## config.mk

```make
export PLATFORM = sky130hd
export DESIGN_NAME = fetch_prefetch_unit
export DESIGN_NICKNAME = d
export VERILOG_FILES = /design/src/rtl/fetch_pkg.sv /design/src/rtl/fetch_queue.sv /design/src/rtl/fetch_prefetch_unit.sv
export SDC_FILE = /design/constraint.sdc
export NUM_CORES = 1
export LEC_CHECK = 0
export CORE_MARGIN = 5
export CORE_UTILIZATION = 35
export DETAILED_ROUTE_END_ITERATION = 12
export HOLD_SLACK_MARGIN = 0.1
export PLACE_DENSITY_LB_ADDON = 0.2
export SKIP_CTS_REPAIR_TIMING = 1
export SLEW_MARGIN = 20
export SYNTH_ARGS = -nofsm -noshare
export SYNTH_HDL_FRONTEND = slang
export SYNTH_SLANG_ARGS = --single-unit
```

## constraint.sdc

```tcl
create_clock -name clk -period 4.6 [get_ports clk]
set_input_delay 1.15 -clock clk [delete_from_list [all_inputs] [get_ports clk]]
set_output_delay 1.15 -clock clk [all_outputs]
set_load 0.02 [all_outputs]
```

## src/rtl/fetch_pkg.sv

```systemverilog
`default_nettype none
// +----------------------------------------------------------------------------+
// | Package     : fetch_pkg                                                    |
// | Description : Shared defaults and the queue entry layout for the           |
// |               prefetching fetch unit.                                      |
// | Revision    : 1.0  initial release                                         |
// +----------------------------------------------------------------------------+
package fetch_pkg;

   localparam int         ADDR_W_DEF  = 16;
   localparam int         INSTR_W_DEF = 16;
   localparam int         INC_DEF     = 2;
   localparam logic [3:0] HALT_OP_DEF = 4'hF;

   // One decoded-ready fetch result at the default widths
   typedef struct packed {
      logic [INSTR_W_DEF-1:0] instr;
      logic [ADDR_W_DEF-1:0]  pc;
      logic [ADDR_W_DEF-1:0]  pc_plus;
   } fetch_entry_t;

endpackage
`default_nettype wire

```

## src/rtl/fetch_queue.sv

```systemverilog
`default_nettype none
// +----------------------------------------------------------------------------+
// | Module      : fetch_queue                                                  |
// | Description : Synchronous FIFO of fetch entries with flush and occupancy.  |
// |               Head is forced to zero while empty.                          |
// | Revision    : 1.0  initial release                                         |
// +----------------------------------------------------------------------------+
module fetch_queue
   import fetch_pkg::*;
#(
   parameter type T     = fetch_entry_t,
   parameter int  DEPTH = 4
) (
   input  logic                   clk,
   input  logic                   rst,
   input  logic                   flush,
   input  logic                   push,
   input  T                       push_data,
   input  logic                   pop,
   output logic                   valid,
   output T                       head,
   output logic [$clog2(DEPTH):0] count
);

   localparam int               PTR_W  = $clog2(DEPTH);
   localparam logic [PTR_W:0]   C_FULL = DEPTH[PTR_W:0];

   T                 r_mem [DEPTH];
   logic [PTR_W-1:0] r_rd_ptr;
   logic [PTR_W-1:0] r_wr_ptr;
   logic [PTR_W:0]   r_count;
   logic             w_push;
   logic             w_pop;

   // A pop frees a slot in the same cycle, so push+pop at full is allowed
   assign w_pop  = pop & (r_count != '0);
   assign w_push = push & ((r_count != C_FULL) | w_pop);

   // Entry storage; validity is tracked by the pointers, so no reset needed
   always_ff @(posedge clk) begin
      if (w_push) begin
         r_mem[r_wr_ptr] <= push_data;
      end
   end

   // Pointer and occupancy bookkeeping
   always_ff @(posedge clk) begin
      if (rst || flush) begin
         r_rd_ptr <= '0;
         r_wr_ptr <= '0;
         r_count  <= '0;
      end else begin
         if (w_push) begin
            r_wr_ptr <= r_wr_ptr + PTR_W'(1);
         end
         if (w_pop) begin
            r_rd_ptr <= r_rd_ptr + PTR_W'(1);
         end
         case ({w_push, w_pop})
            2'b10:   r_count <= r_count + (PTR_W+1)'(1);
            2'b01:   r_count <= r_count - (PTR_W+1)'(1);
            default: r_count <= r_count;
         endcase
      end
   end

   assign valid = (r_count != '0);
   assign head  = valid ? r_mem[r_rd_ptr] : T'('0);
   assign count = r_count;

endmodule
`default_nettype wire

```

## src/rtl/fetch_prefetch_unit.sv

```systemverilog
`default_nettype none
// +----------------------------------------------------------------------------+
// | Module      : fetch_prefetch_unit                                          |
// | Description : In-order instruction prefetcher. Issues memory reads under   |
// |               a credit limit, queues returned words, hands them to decode, |
// |               drops stale responses after a redirect and stops on HALT.    |
// |               Optional perf counters: define FETCH_PERF_CNT_EN.            |
// | Revision    : 1.0  initial release                                         |
// +----------------------------------------------------------------------------+
module fetch_prefetch_unit
   import fetch_pkg::*;
#(
   parameter int                ADDR_W   = ADDR_W_DEF,
   parameter int                INSTR_W  = INSTR_W_DEF,
   parameter int                DEPTH    = 4,
   parameter int                INC      = INC_DEF,
   parameter logic [ADDR_W-1:0] RESET_PC = '0,
   parameter logic [3:0]        HALT_OP  = HALT_OP_DEF
) (
   input  logic               clk,
   input  logic               rst,
   input  logic               redirect,
   input  logic [ADDR_W-1:0]  redirect_pc,
   output logic               imem_req,
   output logic [ADDR_W-1:0]  imem_addr,
   input  logic               imem_gnt,
   input  logic               imem_rvalid,
   input  logic [INSTR_W-1:0] imem_rdata,
   output logic               dec_valid,
   input  logic               dec_ready,
   output logic [INSTR_W-1:0] dec_instr,
   output logic [ADDR_W-1:0]  dec_pc,
   output logic [ADDR_W-1:0]  dec_pc_plus,
   output logic               halted
`ifdef FETCH_PERF_CNT_EN
   ,
   output logic [31:0]        perf_bubble,
   output logic [31:0]        perf_redirect
`endif
);

   localparam int                CNT_W   = $clog2(DEPTH) + 1;
   localparam logic [ADDR_W-1:0] C_INC   = ADDR_W'(INC);
   localparam logic [CNT_W:0]    C_DEPTH = (CNT_W+1)'(DEPTH);

   typedef struct packed {
      logic [INSTR_W-1:0] instr;
      logic [ADDR_W-1:0]  pc;
      logic [ADDR_W-1:0]  pc_plus;
   } entry_t;

   logic [ADDR_W-1:0] r_fetch_pc;
   logic [ADDR_W-1:0] r_ret_pc;
   logic [CNT_W-1:0]  r_inflight;
   logic [CNT_W-1:0]  r_drop_cnt;
   logic              r_halted;

   logic [ADDR_W-1:0] w_fetch_pc_inc;
   logic [ADDR_W-1:0] w_ret_pc_inc;
   logic [CNT_W-1:0]  w_inflight_nxt;
   logic [CNT_W-1:0]  w_q_count;
   logic              w_grant;
   logic              w_stale;
   logic              w_keep;
   logic              w_halt_word;
   entry_t            w_push_entry;
   entry_t            w_head;

   assign w_fetch_pc_inc = r_fetch_pc + C_INC;
   assign w_ret_pc_inc   = r_ret_pc + C_INC;

   // Queued plus outstanding words never exceed DEPTH, so every return has a slot
   assign imem_req  = !r_halted && !rst && !redirect &&
                      (({1'b0, w_q_count} + {1'b0, r_inflight}) < C_DEPTH);
   assign imem_addr = r_fetch_pc;
   assign w_grant   = imem_req & imem_gnt;

   // Stale returns are counted off first; while halted everything is discarded
   assign w_stale     = imem_rvalid & (r_drop_cnt != '0);
   assign w_keep      = imem_rvalid & ~w_stale & ~r_halted & ~redirect;
   assign w_halt_word = w_keep & (imem_rdata[INSTR_W-1 -: 4] == HALT_OP);

   assign w_inflight_nxt = r_inflight + CNT_W'(w_grant) - CNT_W'(imem_rvalid);

   assign w_push_entry = '{instr: imem_rdata, pc: r_ret_pc, pc_plus: w_ret_pc_inc};

   // Fetch/return PCs, credit, stale-drop and halt state
   always_ff @(posedge clk) begin
      if (rst) begin
         r_fetch_pc <= RESET_PC;
         r_ret_pc   <= RESET_PC;
         r_inflight <= '0;
         r_drop_cnt <= '0;
         r_halted   <= 1'b0;
      end else begin
         r_inflight <= w_inflight_nxt;
         if (redirect) begin
            // Everything still outstanding after this edge belongs to the old path
            r_fetch_pc <= redirect_pc;
            r_ret_pc   <= redirect_pc;
            r_drop_cnt <= w_inflight_nxt;
            r_halted   <= 1'b0;
         end else begin
            if (w_grant) begin
               r_fetch_pc <= w_fetch_pc_inc;
            end
            if (w_keep) begin
               r_ret_pc <= w_ret_pc_inc;
            end
            if (w_stale) begin
               r_drop_cnt <= r_drop_cnt - CNT_W'(1);
            end
            if (w_halt_word) begin
               r_halted <= 1'b1;
            end
         end
      end
   end

   fetch_queue #(
      .T     (entry_t),
      .DEPTH (DEPTH)
   ) u_queue (
      .clk       (clk),
      .rst       (rst),
      .flush     (redirect),
      .push      (w_keep),
      .push_data (w_push_entry),
      .pop       (dec_ready),
      .valid     (dec_valid),
      .head      (w_head),
      .count     (w_q_count)
   );

   assign dec_instr   = w_head.instr;
   assign dec_pc      = w_head.pc;
   assign dec_pc_plus = w_head.pc_plus;
   assign halted      = r_halted;

`ifdef FETCH_PERF_CNT_EN
   logic [31:0] r_perf_bubble;
   logic [31:0] r_perf_redirect;

   // Saturating bubble and redirect counters
   always_ff @(posedge clk) begin
      if (rst) begin
         r_perf_bubble   <= '0;
         r_perf_redirect <= '0;
      end else begin
         if (dec_ready && !dec_valid && !r_halted && (r_perf_bubble != '1)) begin
            r_perf_bubble <= r_perf_bubble + 32'd1;
         end
         if (redirect && (r_perf_redirect != '1)) begin
            r_perf_redirect <= r_perf_redirect + 32'd1;
         end
      end
   end

   assign perf_bubble   = r_perf_bubble;
   assign perf_redirect = r_perf_redirect;
`endif

`ifndef SYNTHESIS
   // A response with nothing outstanding is a memory protocol violation
   always_ff @(posedge clk) begin
      if (!rst && imem_rvalid) begin
         assert (r_inflight != '0);
      end
   end
`endif

endmodule
`default_nettype wire
```

### After elaboration in Yosys (flattened, before gate mapping)

Memories as Yosys holds them, arrays and structs flattened. A register that Yosys moved wholly into a read port is not among the register bits.
Cells that the tools add are included.

* flip-flop bits (word level): 46
* bits in writable memories: 192
* word-level logic and storage cells: 62
* memories: 1

* add/subtract/negate cells: 10
* magnitude comparators: 1
* eq/ne operators: 4
* multiplexer cells: 12
* bitwise logic cells: 12
* reductions and logical operators: 14

Memories
* u_queue.r_mem: words 4, width 48, read ports 1, clocked after Yosys merged registers in 1, wr ports 1, line fetch_queue.sv:28 `T r_mem [DEPTH];`

Operator list (number)
* 16-bit 2-to-1 mux: 4
* 48-bit 2-to-1 mux: 1
* 16-bit by 2-bit adder with 16-bit output (second input constant): 2
* 1-bit bitwise AND: 8
* 2-bit nonzero test: 4
* 3-bit 2-to-1 mux: 2
* 3-bit one-hot mux with 2 select lines: 1
* 3-bit nonzero test: 2
* 3-bit by 1-bit subtractor with 3-bit output (second input constant): 2
* 2-bit by 1-bit adder with 2-bit output (second input constant): 2
* 3-bit by 3-bit adder with 4-bit output: 1
* 4-bit equality test (second input constant): 1
* 4-bit by 3-bit less-than comparator with 1-bit output (second input constant): 1
* 2-bit 2-to-1 mux: 2
* 3-bit by 1-bit adder with 3-bit output: 1
* 3-bit by 1-bit adder with 3-bit output (second input constant): 1
* 1-bit logical AND: 3
* 1-bit zero test: 3
* 3-bit != test (second input constant): 1
* 1-bit NOT: 3
* 3-bit by 1-bit subtractor with 3-bit output: 1
* 2-bit by 1-bit equality test with 1-bit output (second input constant): 1
* 2-bit equality test (second input constant): 1
* 1-bit 2-to-1 mux: 2
* other kinds (3): 3

### Depth between registers and ports, before layout

* depth after elaboration: 9
* mapped depth: 14
* mapped depth without buffers: 11

### Cells and area by module

From an unflattened synthesis, not the netlist that was laid out.

* cells, all modules: 666
* area total of the unflattened synthesis: 10221.1 sq um

By module, submodules not included
* fetch_queue: times used 1, cells an instance 371, area an instance 7796.2 sq um, seq. area each 5945.7 sq um
* fetch_prefetch_unit: times used 1, cells an instance 295, area an instance 2424.8 sq um, seq. area each 780.7 sq um

### Worst setup path after synthesis

No wires, ideal clock.

* path kind: in2reg
* start point: input redirect
* end point: memory u_queue.r_mem[1][10] in the netlist's numbering, enable pin
* setup time: 0.409 ns
* arrival: 3.388 ns
* slack: 0.803 ns
* cell stages on the path: 4
* buffers on the path: 1
* cells stage by stage: clkbuf_1 > or4bb_1 > a31oi_1 > and2_1

* word-level cells in the longest chain between the ends: 5

Ends and longest elaborated chain
* start: declaration: line fetch_prefetch_unit.sv:22 `input logic redirect,`
* 1-bit NOT: line fetch_prefetch_unit.sv:80 `assign w_keep = imem_rvalid & ~w_stale & ~r_halted & ~redirect;`
* 1-bit bitwise AND: line fetch_prefetch_unit.sv:80
* 1-bit bitwise AND: line fetch_queue.sv:37 `assign w_push = push & ((r_count != C_FULL) | w_pop);`
* 1-bit 2-to-1 mux: line fetch_queue.sv:41 `if (w_push) begin`
* 1-bit 2-to-1 mux (not written as such): line fetch_queue.sv:42 `r_mem[r_wr_ptr] <= push_data;`
* end: declaration: line fetch_queue.sv:28

No other way between the ends.

==> impl_metrics.toml <==
[clocking]
worstSkewPairLatency_ns = 0.52
clockBufferDepth = 3
clk_pin_slew_worst_paths_ns = 0.06
cts.htree.levels = 1
cts_sinks = 236
cts_root_buffer = "clkbuf_16"
cts_made_buffers = 25
cts_tree = "yes"

[placement]
globalplace.congestion = 0.783
io_buffer_count = 104
hpwl_mm = 13.9

[pwr]
p_leak_uw = 0.00394
power_density_nw_per_um2 = 412
vdd_drop_max_mv = 0.234

[global_routing]
antenna_found_initial = 0
grt_pass1_wl_mm = 35.2
grt_pass1_vias = 6303
track_usage = 0.141
grt_max_degree = 50
grt-ovfl-total = 0

[drt]
drc = 0
dr.pass1.iters = 4
final_antenna_net_count = 0
postRouteWirelength_mm = 22.1
vias_per_cell = 5.11
drt_iter0_drc = 329
wl_per_cell_um = 19.1
routed-via-count = 5882

[sta]
setup_tns_ns = 0
slew_headroom = 0.504
rsz0062_at_grt = "no"
min_period_ns = 4.02
final_max_slew_viol_count = 0
tightest_slew_ns = 0.744
max_freq_mhz = 249
finalSetupViolations = 0
fin_worst_skew_ns = 0.0113
fin_crit_sh = 0.875
whs_ns = 0.474
hold_viol = 0

[worst_setup_path]
cp_data_required_time_ns = 3.45
endpoint_kind = "output port"
timing.rr.start = "u_queue.count[2]"
reg2reg_depth = 11
cp_slowest_stage_delay_ns = 0.75
crit_path_max_fanout = 29
startpoint_type = "flip-flop"
cp.arrival_ns = 2.87
slowest_stage = "dfxtp_4"
path_class = "flip-flop to output port"
timing.critical_path.cells = "buf_4 > mux4_2 > and2_1 > clkdlybuf4s50_1"

[synth]
syn-num-nets = 699
ys.flop_type = "edfxtp_1"
ys_seq_area_frac = 0.664
synth.distinct_cells = 58
netlist_area_um2 = 9950
synth_common_cells = "188 x edfxtp_1, 52 x and2_1, 48 x dfxtp_1"
synth_edf_count = 188
syn_inst = 647
synth-simple-area-share = 0.107
synthMuxAreaShare = 0.112
synth_area_leaders = "edfxtp_1 57%, mux4_2 11%, dfxtp_1 9.7%"
synth_top_family_by_area = "multiplexers"
synth_compound_area_frac = 0.0513
synth_most_common_cell = "edfxtp_1"
synth.avg_cell_area_um2 = 15.4
yosysTopAreaCellShare = 0.567
synth-warning-count = 0
synthAdderAreaFrac = 0.0191
synthArstFlopShare = 0
synth-xor-area-share = 0.0229
synth_top_area_cell = "edfxtp_1"
ys_ff_latch = 236

[worst_hold_path]
hold_path.startpoint = "imem_addr[0]"
min_delay_path_depth = 2
hold_path.class = "flip-flop to flip-flop"

[die]
rows = 61
io_pins = 105
die_area_um2 = 31900
die_h_um = 179
die_w_um = 179
start_util = 0.356
core-area_um2 = 27900

[final_layout]
syn2layout_area_growth_pct = 22.9
insertedDiodeCount = 0
nets = 807
num-fill-cells = 2526
drive_above_1_share = 0.140

[flow_run]
max_cap_viol_count = 0

[status]
status = "finished clean"
-- kinds of logic (layout without fill, tap and decap cells) --
kind of cell    Yosys count  in the layout
simple gates            187            187
compound gates           74             74
flops                   236            236
mux                      52             52
fa+ha+maj                14             14
buf+inv                  58            185
xor+xnor                 26             26
-- placed cells by master (no fill, tap or decap), drive strengths merged, types with 3 or more instances in the layout --
master	netlist	layout
a21oi	19	19
o21bai	5	5
nand3	13	13
and3	6	6
o311ai	5	5
o21ai	4	4
dfxtp	48	48
and4	6	6
buf	15	13
nand3b	3	3
ha	12	12
nand2	33	33
nor3	11	11
a211oi	3	3
mux2i	3	3
o22ai	3	3
nor2b	4	4
a311oi	3	3
clkdlybuf4s50	0	104
mux4	47	47
o31a	6	6
and2	52	52
nand4	7	7
clkinv	1	12
nor2	23	23
a21boi	3	3
inv	21	22
o31ai	3	3
xnor2	16	16
a31oi	10	10
edfxtp	188	188
clkbuf	21	33
xor2	10	10
or2	3	3
nand2b	4	4
nor4	7	7
or4	9	9
-- stage by stage --
step / util / setup slack, ns / cells / instance area (um2) / power (uW)
5_1_grt: 0.438 / 0.360 / 1152 / 12200 / 5270
2_1_floorplan: - / 0.803 / 647 / 9950 / 2940
3_3_place_gp: 0.411 / 0.576 / 1106 / 11500 / 3200
4_1_cts: 0.438 / 0.470 / 1152 / 12200 / 5120
6_report: 0.438 / 0.577 / 1152 / 12200 / 5040
3_5_place_dp: 0.411 / 0.503 / 1106 / 11500 / 3230
-- critical path, delay by kind of cell (launching register included) --
family / cells / cell delay, ns
simple gates: 1 / 0.19
mux: 1 / 0.53
buf+inv: 2 / 0.87
flops: 1 / 0.75
-- state kept, by name, indices dropped and copies added (netlist names), 2 cells and up, named ones only --
name              cells
imem_addr            16
r_ret_pc             16
u_queue.r_rd_ptr      2
u_queue.r_mem       188
r_inflight            3
u_queue.r_wr_ptr      2
u_queue.count         3
r_drop_cnt            3
-- layout make-up --
cell class / instances / area [um2] / area share
clock inverters: 13 / 85.1 / 0.00696
repair buffers: 117 / 1200 / 0.0982
flip-flops and latches: 236 / 6610 / 0.540
inverters: 22 / 82.6 / 0.00675
multi-input cells: 353 / 3100 / 0.254
well taps: 378 / 473 / 0.0387
clock buffers: 33 / 676 / 0.0552
-- power breakdown --
part,internal [uW],switching [uW]
Sequential,2420,75.6
Clock,1080,783
Combinational,321,362
-- per-layer routing --
metal,track usage,vias up,share of wire
li1,-,2712,-
met1,0.195,2931,0.44
met2,0.226,203,0.47
met3,0.0324,36,0.074
met4,0.0336,0,0.021
met5,0,-,0
-- final timing paths --
path	slack, ns	end
min	0.47	imem_addr[0]
min reg2reg	0.47	imem_addr[0]
max reg2reg	1.58	r_drop_cnt[2]
max	0.58	dec_pc_plus[2]
No activity file was read; power rests on OpenSTA's default activity.
